## config.mk

```make
export PLATFORM = sky130hd
export DESIGN_NAME = lab2_proc_mem_req_arbiter_flat
export DESIGN_NICKNAME = d
export VERILOG_FILES = /design/src/rtl/lab2_proc_mem_req_arbiter_if.sv /design/src/rtl/lab2_proc_mem_req_arbiter.sv /design/src/flat_wrapper.sv
export SDC_FILE = /design/constraint.sdc
export NUM_CORES = 1
export LEC_CHECK = 0
export BUFFER_PORTS_ARGS = -buffer_cell sky130_fd_sc_hd__buf_2
export CAP_MARGIN = 20
export CORE_AREA = 2 2 185 187
export DETAILED_ROUTE_END_ITERATION = 12
export DIE_AREA = 0 0 187 189
export GPL_TIMING_DRIVEN = 0
export HOLD_SLACK_MARGIN = 0.02
export PLACE_DENSITY = 0.43
export SLEW_MARGIN = 25
export SYNTH_ARGS = -nofsm -noshare
export SYNTH_HDL_FRONTEND = slang
export SYNTH_SLANG_ARGS = --single-unit
export TNS_END_PERCENT = 20
```

## constraint.sdc

```tcl
create_clock -name clk -period 2.18 [get_ports clk]
set_input_delay 0.218 -clock clk [delete_from_list [all_inputs] [get_ports clk]]
set_output_delay 0.218 -clock clk [all_outputs]
set_load 0.005 [all_outputs]
```

## src/rtl/lab2_proc_mem_req_arbiter_if.sv

```systemverilog
// ---------------------------------------------------------------------------
// lab2_proc_mem_req_arbiter_if
//
// Purpose : One val/rdy message channel. The request and response streams of
//           lab2_proc_mem_req_arbiter are all instances of this interface.
//
// Parameters
//   W      message width (77 for mem_req_4B_t, 47 for mem_resp_4B_t)
//
// Signals
//   msg    [W-1:0]  message payload, driven by the producer
//   val             producer has a valid message
//   rdy             consumer accepts the message this cycle
//
// Modports
//   master  producer side (drives msg/val, observes rdy)
//   slave   consumer side (observes msg/val, drives rdy)
// ---------------------------------------------------------------------------
interface lab2_proc_mem_req_arbiter_if #(
   parameter int W = 77
);

   logic [W-1:0] msg;
   logic         val;
   logic         rdy;

   modport master (output msg, output val, input rdy);
   modport slave  (input msg, input val, output rdy);

endinterface

```

## src/rtl/lab2_proc_mem_req_arbiter.sv

```systemverilog
// ---------------------------------------------------------------------------
// lab2_proc_mem_req_arbiter
//
// Purpose : Shares one 4B memory port between the imem (port 0) and dmem
//           (port 1) request streams of the pipelined processor. Requests
//           are arbitrated round-robin and passed through combinationally.
//           The ID of every accepted request is pushed into an in-order FIFO.
//           The head of that FIFO steers each memory response back to the
//           port that issued it.
//
// Parameters
//   p_max_inflight  max outstanding requests (ID FIFO depth), power of 2, >= 2
//
// Ports
//   clk          clock
//   reset        asynchronous reset, active low (asserted when 0)
//   in0_req      slave  : imem request stream   (77b mem_req_4B_t)
//   in1_req      slave  : dmem request stream   (77b mem_req_4B_t)
//   out_req      master : request to memory     (77b mem_req_4B_t)
//   out_resp     slave  : response from memory  (47b mem_resp_4B_t)
//   in0_resp     master : imem response stream  (47b mem_resp_4B_t)
//   in1_resp     master : dmem response stream  (47b mem_resp_4B_t)
//   grant_cnt0   request handshakes on port 0 (only with the macro below)
//   grant_cnt1   request handshakes on port 1 (only with the macro below)
//
// Configuration
//   LAB2_PROC_MEM_REQ_ARBITER_STATS_EN : when defined, adds the two 32-bit
//   wrapping grant counters. They are cleared by reset.
// ---------------------------------------------------------------------------
module lab2_proc_mem_req_arbiter #(
   parameter int p_max_inflight = 4
) (
   input  logic                                clk,
   input  logic                                reset,
`ifdef LAB2_PROC_MEM_REQ_ARBITER_STATS_EN
   output logic [31:0]                         grant_cnt0,
   output logic [31:0]                         grant_cnt1,
`endif
   lab2_proc_mem_req_arbiter_if.slave          in0_req,
   lab2_proc_mem_req_arbiter_if.slave          in1_req,
   lab2_proc_mem_req_arbiter_if.master         out_req,
   lab2_proc_mem_req_arbiter_if.slave          out_resp,
   lab2_proc_mem_req_arbiter_if.master         in0_resp,
   lab2_proc_mem_req_arbiter_if.master         in1_resp
);

   localparam int PtrW = $clog2(p_max_inflight);
   localparam int CntW = $clog2(p_max_inflight + 1);

   // Routing state. Each FIFO entry holds the port ID (0 = imem, 1 = dmem)
   // of a request that memory has accepted and not yet answered.
   logic                      prio_q;
   logic [p_max_inflight-1:0] id_fifo_q;
   logic [PtrW-1:0]           head_q;
   logic [PtrW-1:0]           tail_q;
   logic [CntW-1:0]           count_q;

   logic full;
   logic empty;
   logic grant0;
   logic grant1;
   logic head_id;
   logic req_fire;
   logic resp_fire;

   // ------------------------------------------------------------------------
   // Request side: grant and pass-through
   // ------------------------------------------------------------------------
   // full is checked before any pop in the same cycle. A pop therefore frees
   // a slot for the following cycle only.
   // While reset is low, no port is granted. This keeps every request-side
   // val/rdy output low without waiting for a clock edge.
   always_comb begin
      // NOTE: every output of this block gets a default first, so no path
      // leaves one unassigned and no latch is inferred.
      full   = (count_q == CntW'(p_max_inflight));
      empty  = (count_q == '0);
      grant0 = 1'b0;
      grant1 = 1'b0;
      if (reset && !full) begin
         if (in0_req.val && in1_req.val) begin
            grant0 = !prio_q;
            grant1 = prio_q;
         end else begin
            grant0 = in0_req.val;
            grant1 = in1_req.val;
         end
      end
   end

   // A grant is only given to a port that is requesting. The OR of the two
   // grants is therefore the granted port's val.
   assign out_req.val = grant0 | grant1;
   assign out_req.msg = grant1 ? in1_req.msg : in0_req.msg;
   assign in0_req.rdy = grant0 & out_req.rdy;
   assign in1_req.rdy = grant1 & out_req.rdy;
   assign req_fire    = out_req.val & out_req.rdy;

   // ------------------------------------------------------------------------
   // Response side: steer by the ID at the FIFO head
   // ------------------------------------------------------------------------
   // Empty comes from the registered count. A response can therefore never
   // use an ID that is being pushed in the same cycle.
   assign head_id      = id_fifo_q[head_q];
   assign in0_resp.msg = out_resp.msg;
   assign in1_resp.msg = out_resp.msg;
   assign in0_resp.val = out_resp.val & !empty & !head_id;
   assign in1_resp.val = out_resp.val & !empty &  head_id;
   assign out_resp.rdy = !empty & (head_id ? in1_resp.rdy : in0_resp.rdy);
   assign resp_fire    = out_resp.val & out_resp.rdy;

   // ------------------------------------------------------------------------
   // State
   // ------------------------------------------------------------------------
   // NOTE: sequential state uses non-blocking assignments. All registers then
   // update together at the edge, whatever order the statements are in.
   always_ff @(posedge clk or negedge reset) begin
      if (!reset) begin
         prio_q  <= 1'b0;
         head_q  <= '0;
         tail_q  <= '0;
         count_q <= '0;
      end else begin
         if (req_fire) begin
            tail_q <= tail_q + PtrW'(1);
            prio_q <= ~grant1;          // favour the port that just lost
         end
         if (resp_fire) begin
            head_q <= head_q + PtrW'(1);
         end
         case ({req_fire, resp_fire})
            2'b10:   count_q <= count_q + CntW'(1);
            2'b01:   count_q <= count_q - CntW'(1);
            default: ;                   // idle, or push and pop together
         endcase
      end
   end

   // NOTE: the ID storage is deliberately not reset. An entry is only read
   // while count_q says it is valid, and reset clears count_q and the pointers.
   always_ff @(posedge clk) begin
      if (req_fire) begin
         id_fifo_q[tail_q] <= grant1;
      end
   end

`ifdef LAB2_PROC_MEM_REQ_ARBITER_STATS_EN
   always_ff @(posedge clk or negedge reset) begin
      if (!reset) begin
         grant_cnt0 <= '0;
         grant_cnt1 <= '0;
      end else begin
         if (in0_req.val && in0_req.rdy) grant_cnt0 <= grant_cnt0 + 32'd1;
         if (in1_req.val && in1_req.rdy) grant_cnt1 <= grant_cnt1 + 32'd1;
      end
   end
`endif

   // Memory must never answer when nothing is outstanding.
   resp_without_req_a : assert property (
      @(posedge clk) disable iff (!reset) !(out_resp.val && empty)
   ) else $error("arbiter: memory response with no request outstanding");

endmodule
```

## src/flat_wrapper.sv

```systemverilog
// flat-port wrapper written by rule: the top's interface ports become plain ports
module lab2_proc_mem_req_arbiter_flat 
#(
   parameter int p_max_inflight = 4
)
  (clk, reset, in0_req_msg, in0_req_val, in0_req_rdy, in1_req_msg, in1_req_val, in1_req_rdy, out_req_msg, out_req_val, out_req_rdy, out_resp_msg, out_resp_val, out_resp_rdy, in0_resp_msg, in0_resp_val, in0_resp_rdy, in1_resp_msg, in1_resp_val, in1_resp_rdy);
  lab2_proc_mem_req_arbiter_if in0_req_i ();
  lab2_proc_mem_req_arbiter_if in1_req_i ();
  lab2_proc_mem_req_arbiter_if out_req_i ();
  lab2_proc_mem_req_arbiter_if out_resp_i ();
  lab2_proc_mem_req_arbiter_if in0_resp_i ();
  lab2_proc_mem_req_arbiter_if in1_resp_i ();
  input  logic clk;
  input  logic reset;
  input wire logic [$bits(in0_req_i.msg)-1:0] in0_req_msg;
  input wire logic [$bits(in0_req_i.val)-1:0] in0_req_val;
  output wire logic [$bits(in0_req_i.rdy)-1:0] in0_req_rdy;
  input wire logic [$bits(in1_req_i.msg)-1:0] in1_req_msg;
  input wire logic [$bits(in1_req_i.val)-1:0] in1_req_val;
  output wire logic [$bits(in1_req_i.rdy)-1:0] in1_req_rdy;
  output wire logic [$bits(out_req_i.msg)-1:0] out_req_msg;
  output wire logic [$bits(out_req_i.val)-1:0] out_req_val;
  input wire logic [$bits(out_req_i.rdy)-1:0] out_req_rdy;
  input wire logic [$bits(out_resp_i.msg)-1:0] out_resp_msg;
  input wire logic [$bits(out_resp_i.val)-1:0] out_resp_val;
  output wire logic [$bits(out_resp_i.rdy)-1:0] out_resp_rdy;
  output wire logic [$bits(in0_resp_i.msg)-1:0] in0_resp_msg;
  output wire logic [$bits(in0_resp_i.val)-1:0] in0_resp_val;
  input wire logic [$bits(in0_resp_i.rdy)-1:0] in0_resp_rdy;
  output wire logic [$bits(in1_resp_i.msg)-1:0] in1_resp_msg;
  output wire logic [$bits(in1_resp_i.val)-1:0] in1_resp_val;
  input wire logic [$bits(in1_resp_i.rdy)-1:0] in1_resp_rdy;
  assign in0_req_i.msg = in0_req_msg;
  assign in0_req_i.val = in0_req_val;
  assign in0_req_rdy = in0_req_i.rdy;
  assign in1_req_i.msg = in1_req_msg;
  assign in1_req_i.val = in1_req_val;
  assign in1_req_rdy = in1_req_i.rdy;
  assign out_req_msg = out_req_i.msg;
  assign out_req_val = out_req_i.val;
  assign out_req_i.rdy = out_req_rdy;
  assign out_resp_i.msg = out_resp_msg;
  assign out_resp_i.val = out_resp_val;
  assign out_resp_rdy = out_resp_i.rdy;
  assign in0_resp_msg = in0_resp_i.msg;
  assign in0_resp_val = in0_resp_i.val;
  assign in0_resp_i.rdy = in0_resp_rdy;
  assign in1_resp_msg = in1_resp_i.msg;
  assign in1_resp_val = in1_resp_i.val;
  assign in1_resp_i.rdy = in1_resp_rdy;
  lab2_proc_mem_req_arbiter #(.p_max_inflight(p_max_inflight)) u_core (.clk(clk), .reset(reset), .in0_req(in0_req_i), .in1_req(in1_req_i), .out_req(out_req_i), .out_resp(out_resp_i), .in0_resp(in0_resp_i), .in1_resp(in1_resp_i));
endmodule
```

## Word level (Yosys, flattened, before mapping)

Cells that the tools add are included.

| cells by class | value |
|---|---|
| multiplexer cells | 12 |
| add/sub/neg operators | 4 |
| bitwise gates (word level) | 10 |
| eq/ne operators | 3 |
| reduce and logical (&&, ||, !) cells | 9 |
| $lt $le $gt $ge | 3 |

Operator list:

| cell | count |
|---|---|
| 2-to-1 mux 77 bit | 1 |
| bitwise AND 1 bit | 8 |
| 2-to-1 mux 1 bit | 7 |
| less-than comparator 2 x 3 -> 1 bit (second input constant) | 2 |
| case mux 3 bit (2 select lines) | 1 |
| adder 2 x 1 -> 2 bit (second input constant) | 2 |
| bitwise mux 4 bit | 1 |
| zero test 1 bit | 4 |
| adder 3 x 1 -> 3 bit (second input constant) | 1 |
| == test 3 bit (second input constant) | 1 |
| logical AND 1 bit | 3 |
| zero test 3 bit | 1 |
| subtractor 3 x 1 -> 3 bit (second input constant) | 1 |
| binary-select mux 1 bit (select 2 bit) | 1 |
| demux 1 bit (select 2 bit) | 1 |
| == test 2 x 1 -> 1 bit (second input constant) | 1 |
| == test 2 bit (second input constant) | 1 |
| greater-or-equal comparator 2 x 1 -> 1 bit (second input constant) | 1 |
| nonzero test 2 bit | 1 |
| NOT 1 bit | 1 |
| OR 1 bit | 1 |

| word-level totals | value |
|---|---|
| bits in registers | 12 |
| input bits | 239 |
| word-level logic and storage cells | 46 |
| output and inout bits | 237 |

## Longest topological paths before layout

| logic depth | value |
|---|---|
| depth after elaboration | 8 |
| mapped depth | 10 |
| mapped depth without buffers | 10 |

## Least setup slack after synthesis

OpenSTA, ideal clock, no wires.

| timing | value |
|---|---|
| path type | register -> register |
| start point | reg u_core.count_q[0] |
| end point | reg u_core.count_q[2] |
| clock period less this slack | 2.106 ns |
| buffers on the path | 0 |
| setup time | 0.080 ns |
| setup slack | 0.074 ns |
| cell stages (with the launch flop) | 10 |
| arrival | 2.026 ns |
| required time | 2.100 ns |
| cell sequence | dfrtp_1 o311ai_1 nor2_1 inv_1 ha_1 inv_1 fa_1 xor2_1 nor2_1 xnor2_1 |

| on the way | value |
|---|---|
| longest elaborated chain between the ends | 8 |
| elaborated cells on any way between the ends | 17 |
| classes of those cells | 2 x add/sub; 3 x eq/ne; 3 x mux; 4 x bitwise; 5 x reduce/logical |

Ends and longest elaborated chain:

| element | RTL line | RTL |
|---|---|---|
| start: declaration | lab2_proc_mem_req_arbiter.sv:56 | `logic [CntW-1:0] count_q;` |
| start signal: assignment | lab2_proc_mem_req_arbiter.sv:132 | `2'b10: count_q <= count_q + CntW'(1);` |
| start signal: assignment | lab2_proc_mem_req_arbiter.sv:133 | `2'b01: count_q <= count_q - CntW'(1);` |
| == test 3 bit | lab2_proc_mem_req_arbiter.sv:76 | `full = (count_q == CntW'(p_max_inflight));` |
| zero test 1 bit | lab2_proc_mem_req_arbiter.sv:80 | `if (reset && !full) begin` |
| logical AND 1 bit | lab2_proc_mem_req_arbiter.sv:80 |  |
| 2-to-1 mux 1 bit | lab2_proc_mem_req_arbiter.sv:80 |  |
| OR 1 bit | lab2_proc_mem_req_arbiter.sv:93 | `assign out_req.val = grant0 \| grant1;` |
| bitwise AND 1 bit | lab2_proc_mem_req_arbiter.sv:97 | `assign req_fire = out_req.val & out_req.rdy;` |
| == test 2 x 1 -> 1 bit or == test 2 bit (tied branches) | lab2_proc_mem_req_arbiter.sv:131 | `case ({req_fire, resp_fire})` |
| case mux 3 bit (2 select lines) or nonzero test 2 bit (tied branches) | - |  |

Parallel ways exist; a longest one is shown, timed or not.
A chain may end at the register's enable or synchronous reset.

## Worst setup path in the final report

| timing | value |
|---|---|
| start point | reg u_core.count_q[2] |
| end point | out out_req_msg[60] |

| on the way | value |
|---|---|
| longest elaborated chain between the ends | 5 |

Ends and longest elaborated chain:

| element | RTL line | RTL |
|---|---|---|
| == test 3 bit | lab2_proc_mem_req_arbiter.sv:76 |  |
| zero test 1 bit | lab2_proc_mem_req_arbiter.sv:80 |  |
| logical AND 1 bit | lab2_proc_mem_req_arbiter.sv:80 |  |
| 2-to-1 mux 1 bit | lab2_proc_mem_req_arbiter.sv:80 |  |
| 2-to-1 mux 77 bit | lab2_proc_mem_req_arbiter.sv:94 | `assign out_req.msg = grant1 ? in1_req.msg : in0_req.msg;` |
| end: declaration | flat_wrapper.sv:21 | `output wire logic [$bits(out_req_i.msg)-1:0] out_req_msg;` |

No other way between the ends.

==> reports/qor.yml <==
num_rows: 67
post-route-period-util_pct: 101
syn2layout_area_growth_pct: 115
cts-root-buf: "clkbuf_16"
p_clk_share_pct: 11.6
synth_common_cells: "buf_4, mux2_2, mux2_1"
fin_area_sq_um: 6000
crit_fanout: 7
drc_errors: 0
hold_viol_final: 0
ys_ff_latch: 12
nNetsFinal: 972
synth_top_area_cell: "buf_4"
grt_pass1_wl_um: 18900
htree_num_levels: 1
leakagePower_nw: 3.35
critical-path-slowest-cell: "dfrtp_1"
synthAdderAreaFrac_pct: 2.96
hp-class: "primary input to register"
power_frac_seq_pct: 15.9
drive_gt1_share_pct: 92.8
endpoint_kind: "output pin"
cts_tree: "built"
maxSlewViolCount: 0
diodes: 0
path_clk_slew_ns: 0.04
netSwitchingPower_mw: 0.965
grt_max_degree: 11
layoutNonFillerInstCount: 1174
setup_ws_ns: -0.0170
rsz0062_at_grt: "yes"
swShare_pct: 34.4
die_x_um: 187
slowest_delay_ns: 0.36
synth-async-reset-ratio_pct: 66.7
drt_iter0_markers: 68
fillers: 3755
wire_per_inst_um: 12.0
grt_pass1_vias: 3154
cts_buffer_depth: 2
startpoint_type: "register"
overflow: 0
period_minus_slack_ns: 2.20
ir_drop_mv: 0.725
synth_cell_types: 24
final-setup-viol-count: 9
p_comb_share_pct: 72.5
synth_edf_count: 4
yosys.area_share.simple_pct: 3.05
rr_worst_depth: 10
ios: 476
antenna_found_initial: 0
synthFlopType: "dfrtp_1"
worst_clock_skew_ns: 0.00147
synth.top_cell.area_share_pct: 41.4
gp_congestion: 0.735
ant_nets: 0
cts_made_buffers: 3
die_h_um: 189
p_int_mw: 1.84
worst_slew_pin_slew_ns: 0.433
power.total_mw: 2.81
synth_top_family_by_area: "buffers and inverters"
synthTopCellsByArea: "buf_4, mux2_2, mux2_1"
clkSinkCount: 12
ys_warn_count: 0
critPathRequiredTime_ns: 1.96
seq_area_frac_synth_pct: 11.5
synth_mux_area_share_pct: 34.0
firstDrtPassIters: 4
multi_input_area_sq_um: 1400
powerDensity_nw_per_um2: 468
slew_headroom_pct: 70.9
clk_latency_ns: 0.23
violations: "setup timing"
path_class: "register to output pin"
wl_um: 14000
cp_cell_sequence: "inv_2, o31ai_4, or2_1, buf_6, buf_12, buf_4, mux2_4, buf_2"
vias_per_cell: 2.87
yosysMostFrequentCell: "buf_4"
placed_area_sq_um: 5340
ff_latch_area_sq_um: 324
start_util_pct: 8.38
cap_violations: 0
dp_cells: 1151
dieArea_sq_um: 35300
min_path_cells: 3
dp_hpwl_um: 12500
syn_inst: 305
grt_usage_pct: 6.83
io_buffers: 398
synth_xor_area_share_pct: 1.57
worstPathArrival_ns: 1.98
vias: 3364
syn-cell-area_sq_um: 2790
synth_compound_area_share_pct: 2.02
syn_nets: 550
status: "complete, but fails checks"
syn_avg_cell_area_sq_um: 9.15
core-area_sq_um: 33300
max_clock_freq_mhz: 455
==> power groups by stage <==
| stage | sequential [mW] | clock, mW | combinational, mW |
|---|---|---|---|
| 6_report | 0.445 | 0.326 | 2.04 |
| 5_1_grt | 0.459 | 0.347 | 2.20 |
| 4_1_cts | 0.424 | 0.331 | 1.83 |
| 3_5_place_dp | 0.407 | 0 | 1.57 |
| 3_3_place_gp | 0.406 | 0 | 1.56 |
| 2_1_floorplan | 0.387 | 0 | 0.907 |
==> metal layers <==
metal	vias to the layer above	share of wire [%]	global-route usage [%]
li1	1696	-	-
met1	1494	43	9.36
met2	168	50	11.9
met3	6	6.4	0.741
met4	0	0.69	0.733
met5	-	0	0
==> logic make-up after synthesis <==
family	Yosys count
and+or+nand+nor	17
buffers and inverters	172
xor gates and xnor gates	5
DFF	12
adders and majority gates	6
muxes	85
AOI/OAI and AO/OA	8
==> cell type report <==
type,instances,area share (%)
timing repair buffer,417,38.9
multi-input combinational,121,23.4
buffer,163,21.1
tap,448,9.34
sequential,12,5.40
clock buffer,3,1.25
inverter,9,0.563
clock inverter,1,0.0626
==> worst max-delay path: cells and delay by family, from the launching register on <==
kind                   cells  cell delay, ns
AOI/OAI and AO/OA          1            0.24
buffers and inverters      5            0.65
DFF                        1            0.36
muxes                      1            0.31
and+or+nand+nor            1            0.14
==> metrics by stage <==
| step | worst slack (ns) | util [%] | hold WS, ns | setup TNS (ns) |
|---|---|---|---|---|
| 6_report | -0.0170 | 18.0 | 0.307 | -0.0688 |
| 5_1_grt | -0.100 | 18.0 | 0.338 | -3.54 |
| 2_1_floorplan | 0.0737 | - | -0.0776 | 0 |
| 3_5_place_dp | -0.179 | 16.1 | 0.0922 | -3.04 |
| 4_1_cts | -0.0973 | 17.3 | 0.311 | -2.17 |
| 3_3_place_gp | -0.163 | 16.1 | 0.0929 | -3.58 |
==> state kept, by name (all words and copies together) (netlist names) <==
register / cells
u_core.tail_q: 2
u_core.head_q: 2
u_core.id_fifo_q: 4
u_core.count_q: 3
u_core.prio_q: 1
==> worst paths after layout <==
| check | from | end | slack, ns |
|---|---|---|---|
| setup / recovery | u_core.count_q[2] | out_req_msg[60] | -0.02 |
| hold reg to reg | u_core.prio_q | u_core.prio_q | 0.51 |
| setup reg to reg | u_core.head_q[1] | u_core.count_q[2] | 0 |
| hold / removal | in1_req_val | u_core.prio_q | 0.31 |
| max in group asynchronous | reset | u_core.count_q[0] | 1.35 |
| min in group asynchronous | reset | u_core.head_q[0] | 0.53 |
==> timing repair <==
item | 4_1_cts | 5_1_grt
resized for setup | 57 | 34
hold buffers | 1 | 0
pin swaps | 2 | 5
setup endpoints to repair | 79 | 79
buffers inserted | 8 | 8
hold endpoints to repair | 8 | 0
gates cloned | 1 | 1
==> cell usage in the layout, fill, tap and decap left out, types with 2 or more instances in the layout <==
master	Yosys	final
buf_4	154	173
buf_12	0	3
xor2_1	2	2
xnor2_1	3	3
mux2i_4	0	3
mux2_2	59	51
inv_1	9	8
nor2_1	8	7
clkbuf_16	0	4
o21ai_0	2	2
ha_1	5	4
and2_1	5	5
mux2_4	0	27
buf_6	3	26
mux2i_1	7	3
buf_2	6	374
edfxtp_1	4	4
dfrtp_1	8	5
dfrtp_2	0	3
No activity file was read; power rests on OpenSTA's default activity.
